===== src/rtl/mmio_io_port_if.sv =====
// rtl/mmio_io_port_if.sv - data-memory bus and stream handshake signals of the MMIO I/O port
interface mmio_io_port_if;
  logic [31:0] Addr;
  logic [31:0] WriteData;
  logic [3:0]  ByteEn;
  logic        MemWrite;
  logic        MemRead;
  logic        Hit;
  logic [31:0] ReadData;
  logic [31:0] out_data;
  logic        out_valid;
  logic        out_ready;
  logic [31:0] in_data;
  logic        in_valid;
  logic        in_ready;

  modport slave (
    input  Addr, WriteData, ByteEn, MemWrite, MemRead, out_ready, in_data, in_valid,
    output Hit, ReadData, out_data, out_valid, in_ready
  );

  modport master (
    output Addr, WriteData, ByteEn, MemWrite, MemRead, out_ready, in_data, in_valid,
    input  Hit, ReadData, out_data, out_valid, in_ready
  );
endinterface


===== src/rtl/mmio_io_port.sv =====
// rtl/mmio_io_port.sv - MMIO port with output/input FIFOs and a STATUS register on the data-memory bus
module mmio_io_port #(
  parameter int          DEPTH     = 4,
  parameter logic [15:0] OUT0_ADDR = 16'd256,
  parameter logic [15:0] STAT_ADDR = 16'd260,
  parameter logic [15:0] IN0_ADDR  = 16'd272
) (
  input  logic           clk,
  input  logic           rst,
  mmio_io_port_if.slave  bus
);
  localparam int PW = $clog2(DEPTH);
  localparam int CW = PW + 1;
  localparam logic [CW-1:0] FULL_CNT = CW'(DEPTH);

  logic [31:0]   out_mem_q [DEPTH];
  logic [31:0]   out_mem_d [DEPTH];
  logic [31:0]   in_mem_q  [DEPTH];
  logic [31:0]   in_mem_d  [DEPTH];
  logic [PW-1:0] out_rd_q, out_rd_d, out_wr_q, out_wr_d;
  logic [PW-1:0] in_rd_q, in_rd_d, in_wr_q, in_wr_d;
  logic [CW-1:0] out_cnt_q, out_cnt_d, in_cnt_q, in_cnt_d;
  logic          ovf_q, ovf_d, unf_q, unf_d;

  logic        hit_out, hit_stat, hit_in;
  logic        out_empty, out_full, in_empty, in_full;
  logic        out_pop, out_push_req, out_push, ovf_set, ovf_clr;
  logic        in_push, in_pop, unf_set, unf_clr;
  logic [31:0] lane_mask, status_word;
  logic        unused_addr;

  assign unused_addr = ^{bus.Addr[31:16], bus.Addr[1:0]};

  assign hit_out  = (bus.Addr[15:2] == OUT0_ADDR[15:2]);
  assign hit_stat = (bus.Addr[15:2] == STAT_ADDR[15:2]);
  assign hit_in   = (bus.Addr[15:2] == IN0_ADDR[15:2]);

  assign out_empty = (out_cnt_q == '0);
  assign out_full  = (out_cnt_q == FULL_CNT);
  assign in_empty  = (in_cnt_q == '0);
  assign in_full   = (in_cnt_q == FULL_CNT);

  assign lane_mask = {{8{bus.ByteEn[3]}}, {8{bus.ByteEn[2]}}, {8{bus.ByteEn[1]}}, {8{bus.ByteEn[0]}}};

  // A push into a full output FIFO is still legal when the consumer pops in the same cycle.
  assign out_pop      = !out_empty && bus.out_ready;
  assign out_push_req = bus.MemWrite && hit_out;
  assign out_push     = out_push_req && (!out_full || out_pop);
  assign ovf_set      = out_push_req && out_full && !out_pop;
  assign ovf_clr      = bus.MemWrite && hit_stat && bus.ByteEn[0] && bus.WriteData[4];

  assign in_push = bus.in_valid && !in_full;
  assign in_pop  = bus.MemRead && hit_in && !in_empty;
  assign unf_set = bus.MemRead && hit_in && in_empty;
  assign unf_clr = bus.MemWrite && hit_stat && bus.ByteEn[0] && bus.WriteData[5];

  assign status_word = {8'h00, 8'(out_cnt_q), 8'(in_cnt_q),
                        2'b00, unf_q, ovf_q, out_full, out_empty, in_full, !in_empty};

  assign bus.Hit       = hit_out || hit_stat || hit_in;
  assign bus.out_valid = !out_empty;
  assign bus.out_data  = out_empty ? 32'h0 : out_mem_q[out_rd_q];
  assign bus.in_ready  = !in_full;

  always_comb begin
    bus.ReadData = 32'h0;
    if (hit_stat)
      bus.ReadData = status_word;
    else if (hit_in && !in_empty)
      bus.ReadData = in_mem_q[in_rd_q];
  end

  always_comb begin
    out_mem_d = out_mem_q;
    in_mem_d  = in_mem_q;
    out_rd_d  = out_rd_q;
    out_wr_d  = out_wr_q;
    out_cnt_d = out_cnt_q;
    in_rd_d   = in_rd_q;
    in_wr_d   = in_wr_q;
    in_cnt_d  = in_cnt_q;

    if (out_push) begin
      out_mem_d[out_wr_q] = bus.WriteData & lane_mask;
      out_wr_d            = out_wr_q + PW'(1);
    end
    if (out_pop)
      out_rd_d = out_rd_q + PW'(1);
    if (out_push && !out_pop)
      out_cnt_d = out_cnt_q + CW'(1);
    else if (!out_push && out_pop)
      out_cnt_d = out_cnt_q - CW'(1);

    if (in_push) begin
      in_mem_d[in_wr_q] = bus.in_data;
      in_wr_d           = in_wr_q + PW'(1);
    end
    if (in_pop)
      in_rd_d = in_rd_q + PW'(1);
    if (in_push && !in_pop)
      in_cnt_d = in_cnt_q + CW'(1);
    else if (!in_push && in_pop)
      in_cnt_d = in_cnt_q - CW'(1);

    // Setting wins over a same-cycle write-one-to-clear.
    ovf_d = ovf_set || (ovf_q && !ovf_clr);
    unf_d = unf_set || (unf_q && !unf_clr);
  end

  always_ff @(posedge clk) begin
    out_mem_q <= out_mem_d;
    in_mem_q  <= in_mem_d;
    if (rst) begin
      out_rd_q  <= '0;
      out_wr_q  <= '0;
      out_cnt_q <= '0;
      in_rd_q   <= '0;
      in_wr_q   <= '0;
      in_cnt_q  <= '0;
      ovf_q     <= 1'b0;
      unf_q     <= 1'b0;
    end else begin
      out_rd_q  <= out_rd_d;
      out_wr_q  <= out_wr_d;
      out_cnt_q <= out_cnt_d;
      in_rd_q   <= in_rd_d;
      in_wr_q   <= in_wr_d;
      in_cnt_q  <= in_cnt_d;
      ovf_q     <= ovf_d;
      unf_q     <= unf_d;
    end
  end
endmodule


===== src/flat_wrapper.sv =====
// flat-port wrapper written by rule: the top's interface ports become plain ports
module mmio_io_port_flat 
#(
  parameter int          DEPTH     = 4,
  parameter logic [15:0] OUT0_ADDR = 16'd256,
  parameter logic [15:0] STAT_ADDR = 16'd260,
  parameter logic [15:0] IN0_ADDR  = 16'd272
)
  (clk, rst, bus_Addr, bus_WriteData, bus_ByteEn, bus_MemWrite, bus_MemRead, bus_out_ready, bus_in_data, bus_in_valid, bus_Hit, bus_ReadData, bus_out_data, bus_out_valid, bus_in_ready);
  mmio_io_port_if bus_i ();
  input  logic clk;
  input  logic rst;
  input wire logic [$bits(bus_i.Addr)-1:0] bus_Addr;
  input wire logic [$bits(bus_i.WriteData)-1:0] bus_WriteData;
  input wire logic [$bits(bus_i.ByteEn)-1:0] bus_ByteEn;
  input wire logic [$bits(bus_i.MemWrite)-1:0] bus_MemWrite;
  input wire logic [$bits(bus_i.MemRead)-1:0] bus_MemRead;
  input wire logic [$bits(bus_i.out_ready)-1:0] bus_out_ready;
  input wire logic [$bits(bus_i.in_data)-1:0] bus_in_data;
  input wire logic [$bits(bus_i.in_valid)-1:0] bus_in_valid;
  output wire logic [$bits(bus_i.Hit)-1:0] bus_Hit;
  output wire logic [$bits(bus_i.ReadData)-1:0] bus_ReadData;
  output wire logic [$bits(bus_i.out_data)-1:0] bus_out_data;
  output wire logic [$bits(bus_i.out_valid)-1:0] bus_out_valid;
  output wire logic [$bits(bus_i.in_ready)-1:0] bus_in_ready;
  assign bus_i.Addr = bus_Addr;
  assign bus_i.WriteData = bus_WriteData;
  assign bus_i.ByteEn = bus_ByteEn;
  assign bus_i.MemWrite = bus_MemWrite;
  assign bus_i.MemRead = bus_MemRead;
  assign bus_i.out_ready = bus_out_ready;
  assign bus_i.in_data = bus_in_data;
  assign bus_i.in_valid = bus_in_valid;
  assign bus_Hit = bus_i.Hit;
  assign bus_ReadData = bus_i.ReadData;
  assign bus_out_data = bus_i.out_data;
  assign bus_out_valid = bus_i.out_valid;
  assign bus_in_ready = bus_i.in_ready;
  mmio_io_port #(.DEPTH(DEPTH), .OUT0_ADDR(OUT0_ADDR), .STAT_ADDR(STAT_ADDR), .IN0_ADDR(IN0_ADDR)) u_core (.clk(clk), .rst(rst), .bus(bus_i));
endmodule

===== config.mk =====
export PLATFORM = sky130hd
export DESIGN_NAME = mmio_io_port_flat
export DESIGN_NICKNAME = d
export VERILOG_FILES = /design/src/rtl/mmio_io_port_if.sv /design/src/rtl/mmio_io_port.sv /design/src/flat_wrapper.sv
export SDC_FILE = /design/constraint.sdc
export NUM_CORES = 1
export LEC_CHECK = 0
export CAP_MARGIN = 10
export CORE_ASPECT_RATIO = 0.75
export CORE_UTILIZATION = 54
export CTS_CLUSTER_DIAMETER = 200
export DETAILED_ROUTE_END_ITERATION = 6
export GPL_ROUTABILITY_DRIVEN = 0
export PLACE_DENSITY = 0.8
export SLEW_MARGIN = 10
export SYNTH_ARGS = -nofsm -noshare
export SYNTH_HDL_FRONTEND = slang
export SYNTH_SLANG_ARGS = --single-unit

===== constraint.sdc =====
create_clock -name clk -period 2.92 [get_ports clk]
set_clock_uncertainty 0.15 [all_clocks]
set_input_delay 0.438 -clock clk [delete_from_list [all_inputs] [get_ports clk]]
set_output_delay 0.438 -clock clk [all_outputs]
set_load 0.01 [all_outputs]

==> results.md <==
* P&R area growth vs syn at 29.2%
* Total CTS buffers at 26
* Hold/Removal Path Class: flop to flop
* Core area at a little under 20000 um^2
* WL final at 22.0 mm
* Clock slew at reported path FFs at roughly 0.070 ns
* Seq cells post-synth at ~270
* Max_slew headroom at about two thirds
* Power Internal at 7410 uW
* Reg power frac at between 40% and 50%
* CP max FO at 14
* Sequential share of the synthesized area at approximately 73%
* Lkg Pwr at between 0.005 and 0.006 uW
* Net load switching power at between 2000 and 2500 uW
* GRT overflow at 0
* Final instance area at 14100 um^2
* Cell Area, Placed at between 10000 and 15000 um^2
* Syn Inst Count at roughly 560
* Routed vias at 5871
* Post-Layout Cell Count at between 1000 and 1500
* WP data required at about 2.3 ns
* Run status: finished with violations
* CTS Root Cell: clkbuf_16
* Sw Share at 23.5%
* Final Cycle Share at 98.6%
* GRT Util Overall at a little over a fifth
* Share of layout cells above drive strength 1 at between 20% and 30%
* Power per cell area at ~690 nW/um^2
* Post-synthesis average cell area at a little under 20 um^2
* Metal3 WL at ~1.1 mm
* Worst Setup End Kind: output port
* Failing checks: DRC
* Slew @ Worst Pin at between 0.5 and 0.6 ns
* Combinational share of power at 18.8%
* Sink Count at roughly 270
* Via density at between 5 and 6
* Vias in the first global route at around 6300
* Yosys warns at 0
* Final setup fails at 0
* CTS tree: yes
* WS Path Type: input port to output port
* Detail Route Antenna Nets at 0
* Initial DRC count at 440
* Die ar. at roughly 21000 um^2
* Overall power at between 9000 and 10000 uW
* Post-synth EDFFs at between 200 and 300
* Final Max Tran Viols at 0
* CTS Buffer Depth at 3
* Clock Latency Late Sink at 0.52 ns
* Cell Area, Synth at approximately 11000 um^2
* First-pass GRT wire length at between 30 and 40 mm
* Drt pass-1 iters at 7
* Ant. Diodes at 0
* Type of origin of the critical path: input port
* Avg WL per Cell at about 21 um
* Setup TNS at 0 ns
* Initial antenna violation count at 0
* Met2 wire len at approximately 11 mm
* Peak supply drop at 0.499 mV
* Asr flop ratio synth at 0%
* Initial Utilization at a little under three fifths
* # Max-Cap Violations at 0
* Dpl hpwl at 13.7 mm
* Num rows at 44
* Min Tclk post-route at roughly 2.9 ns
* FMAX at roughly 0.35 GHz
* I/O pin cnt at approximately 170
* CP arrival at 2.29 ns
* Highest Signal Layer: met4
* Fin nets at around 890
* Final hold vios at 0
* Register area at 8020 um^2
* M1 WL at ~9.5 mm
* Synth Flop Type: edfxtp_1
* Die Width at 166 um
* Clock Power Share at 34.3%
* Synth cell types at 38
* Post-placement cell count at between 900 and 1000
* Die height at 125 um
* Port-buffer cells at about 150
* Pin count of the biggest net entering global routing at 36
* Post-Syn Nets at 679
* DRC violations left at 10
* Multi-input gate area at approximately 2800 um^2
* Number of H-tree levels at 1
* Worst reg2reg setup slack at between 0.3 and 0.4 ns
* Filler cells at approximately 1200
[cell usage after synthesis (all sizes together) (3+ instances only)]
library cell / instances / share of area [%]
o21ai: 6 / 0.27
edfxtp: 256 / 70
clkbuf: 17 / 0.58
xor2: 6 / 0.48
ha: 10 / 1.1
nor3: 3 / 0.18
inv: 6 / 0.21
nor4b: 3 / 0.38
dfxtp: 16 / 2.9
a22o: 9 / 0.72
a21oi: 8 / 0.37
and2: 85 / 4.9
nor2: 13 / 0.45
nand3: 5 / 0.23
mux2i: 3 / 0.27
mux4: 64 / 13
or3: 6 / 0.34
and3: 8 / 0.46
nand2: 5 / 0.17
buf: 12 / 0.54
[path summary, 6_finish.rpt]
kind,from,to,depth (start not counted)
worst min-delay path,u_core.unf_q,u_core.unf_q,2
worst min register to register,u_core.unf_q,u_core.unf_q,2
worst max register to register,u_core.in_cnt_q[0],u_core.in_cnt_q[2],9
worst max-delay path,bus_Addr[8],bus_ReadData[18],8
[worst max-delay path, cell delays in order]
cell and delay (ns):
clkdlybuf4s50_1 0.47, nor4b_4 0.26, nand4_4 0.17, nor3_4 0.22
buf_4 0.15, buf_12 0.14, a22o_1 0.15, clkdlybuf4s15_1 0.28
[placed cells by master (no fill, tap or decap), types with 9 or more instances in the layout]
cell,count
dfxtp_1,11
ha_1,10
mux4_2,64
clkbuf_16,29
buf_2,9
dlymetal6s2s_1,19
buf_4,41
clkdlybuf4s50_1,99
nor2_1,13
buf_12,10
a22o_1,9
edfxtp_1,256
clkdlybuf4s15_1,10
and2_1,84
[cells by family (layout without fill, tap and decap cells)]
group / Yosys count / in the layout / share of synthesized area (%)
buf+inv: 35 / 264 / 1.33
compound gates: 27 / 27 / 1.68
fa+ha+maj: 12 / 12 / 1.51
flops: 272 / 272 / 73.2
mux: 68 / 68 / 13.6
simple gates: 140 / 140 / 8.12
xor+xnor: 7 / 7 / 0.561
[metrics by stage]
stage / hold slack, ns / setup slack, ns / util, %
finish: 0.365 / 0.0401 / 72.1
global route: 0.393 / -0.0588 / 72.1
CTS: 0.362 / 0.00000777 / 71.7
detailed placement: 0.348 / -0.451 / 66.8
global placement: 0.347 / -0.357 / 66.8
floorplan: 0.300 / 0.319 / -
[flip-flops by register name, summed over array words and instances, names as in the netlist]
register,flops
u_core.in_mem_q,128
u_core.out_mem_q,128
u_core.in_cnt_q,3
u_core.out_cnt_q,3
u_core.in_rd_q,2
u_core.in_wr_q,2
u_core.out_rd_q,2
u_core.out_wr_q,2
u_core.ovf_q,1
u_core.unf_q,1
[layer usage]
metal	vias to the layer above	global-route usage, %
met5	-	0
met3	24	3.20
li1	2649	-
met1	3040	29.8
met2	158	37.5
met4	0	4.14
[power groups by stage]
stage | Combinational [uW] | Sequential, uW | Clock [uW]
2_1_floorplan | 883 | 4590 | 0
3_3_place_gp | 1770 | 4610 | 0
3_5_place_dp | 1810 | 4620 | 0
4_1_cts | 1830 | 4540 | 3390
5_1_grt | 1960 | 4570 | 3550
6_report | 1820 | 4550 | 3320
[area by class of cell]
class / count / area share [%]
flip-flops and latches: 272 / 56.8
multi-input cells: 254 / 19.8
repair buffers: 210 / 14.9
clock buffers: 34 / 4.97
well taps: 253 / 2.24
clock inverters: 14 / 1.11
inverters: 6 / 0.159
[timing repair]
| action | in CTS | in global routing |
|---|---|---|
| pin swaps | 4 | 4 |
| resized for setup | 69 | 55 |
| hold buffers | 0 | 0 |
| endpoints found under the setup margin | 65 | 65 |
| buffers inserted | 6 | 9 |
| gates cloned | 2 | 2 |
| hold endpoints to repair | 0 | 0 |
Power figures use the tool's default switching activity.
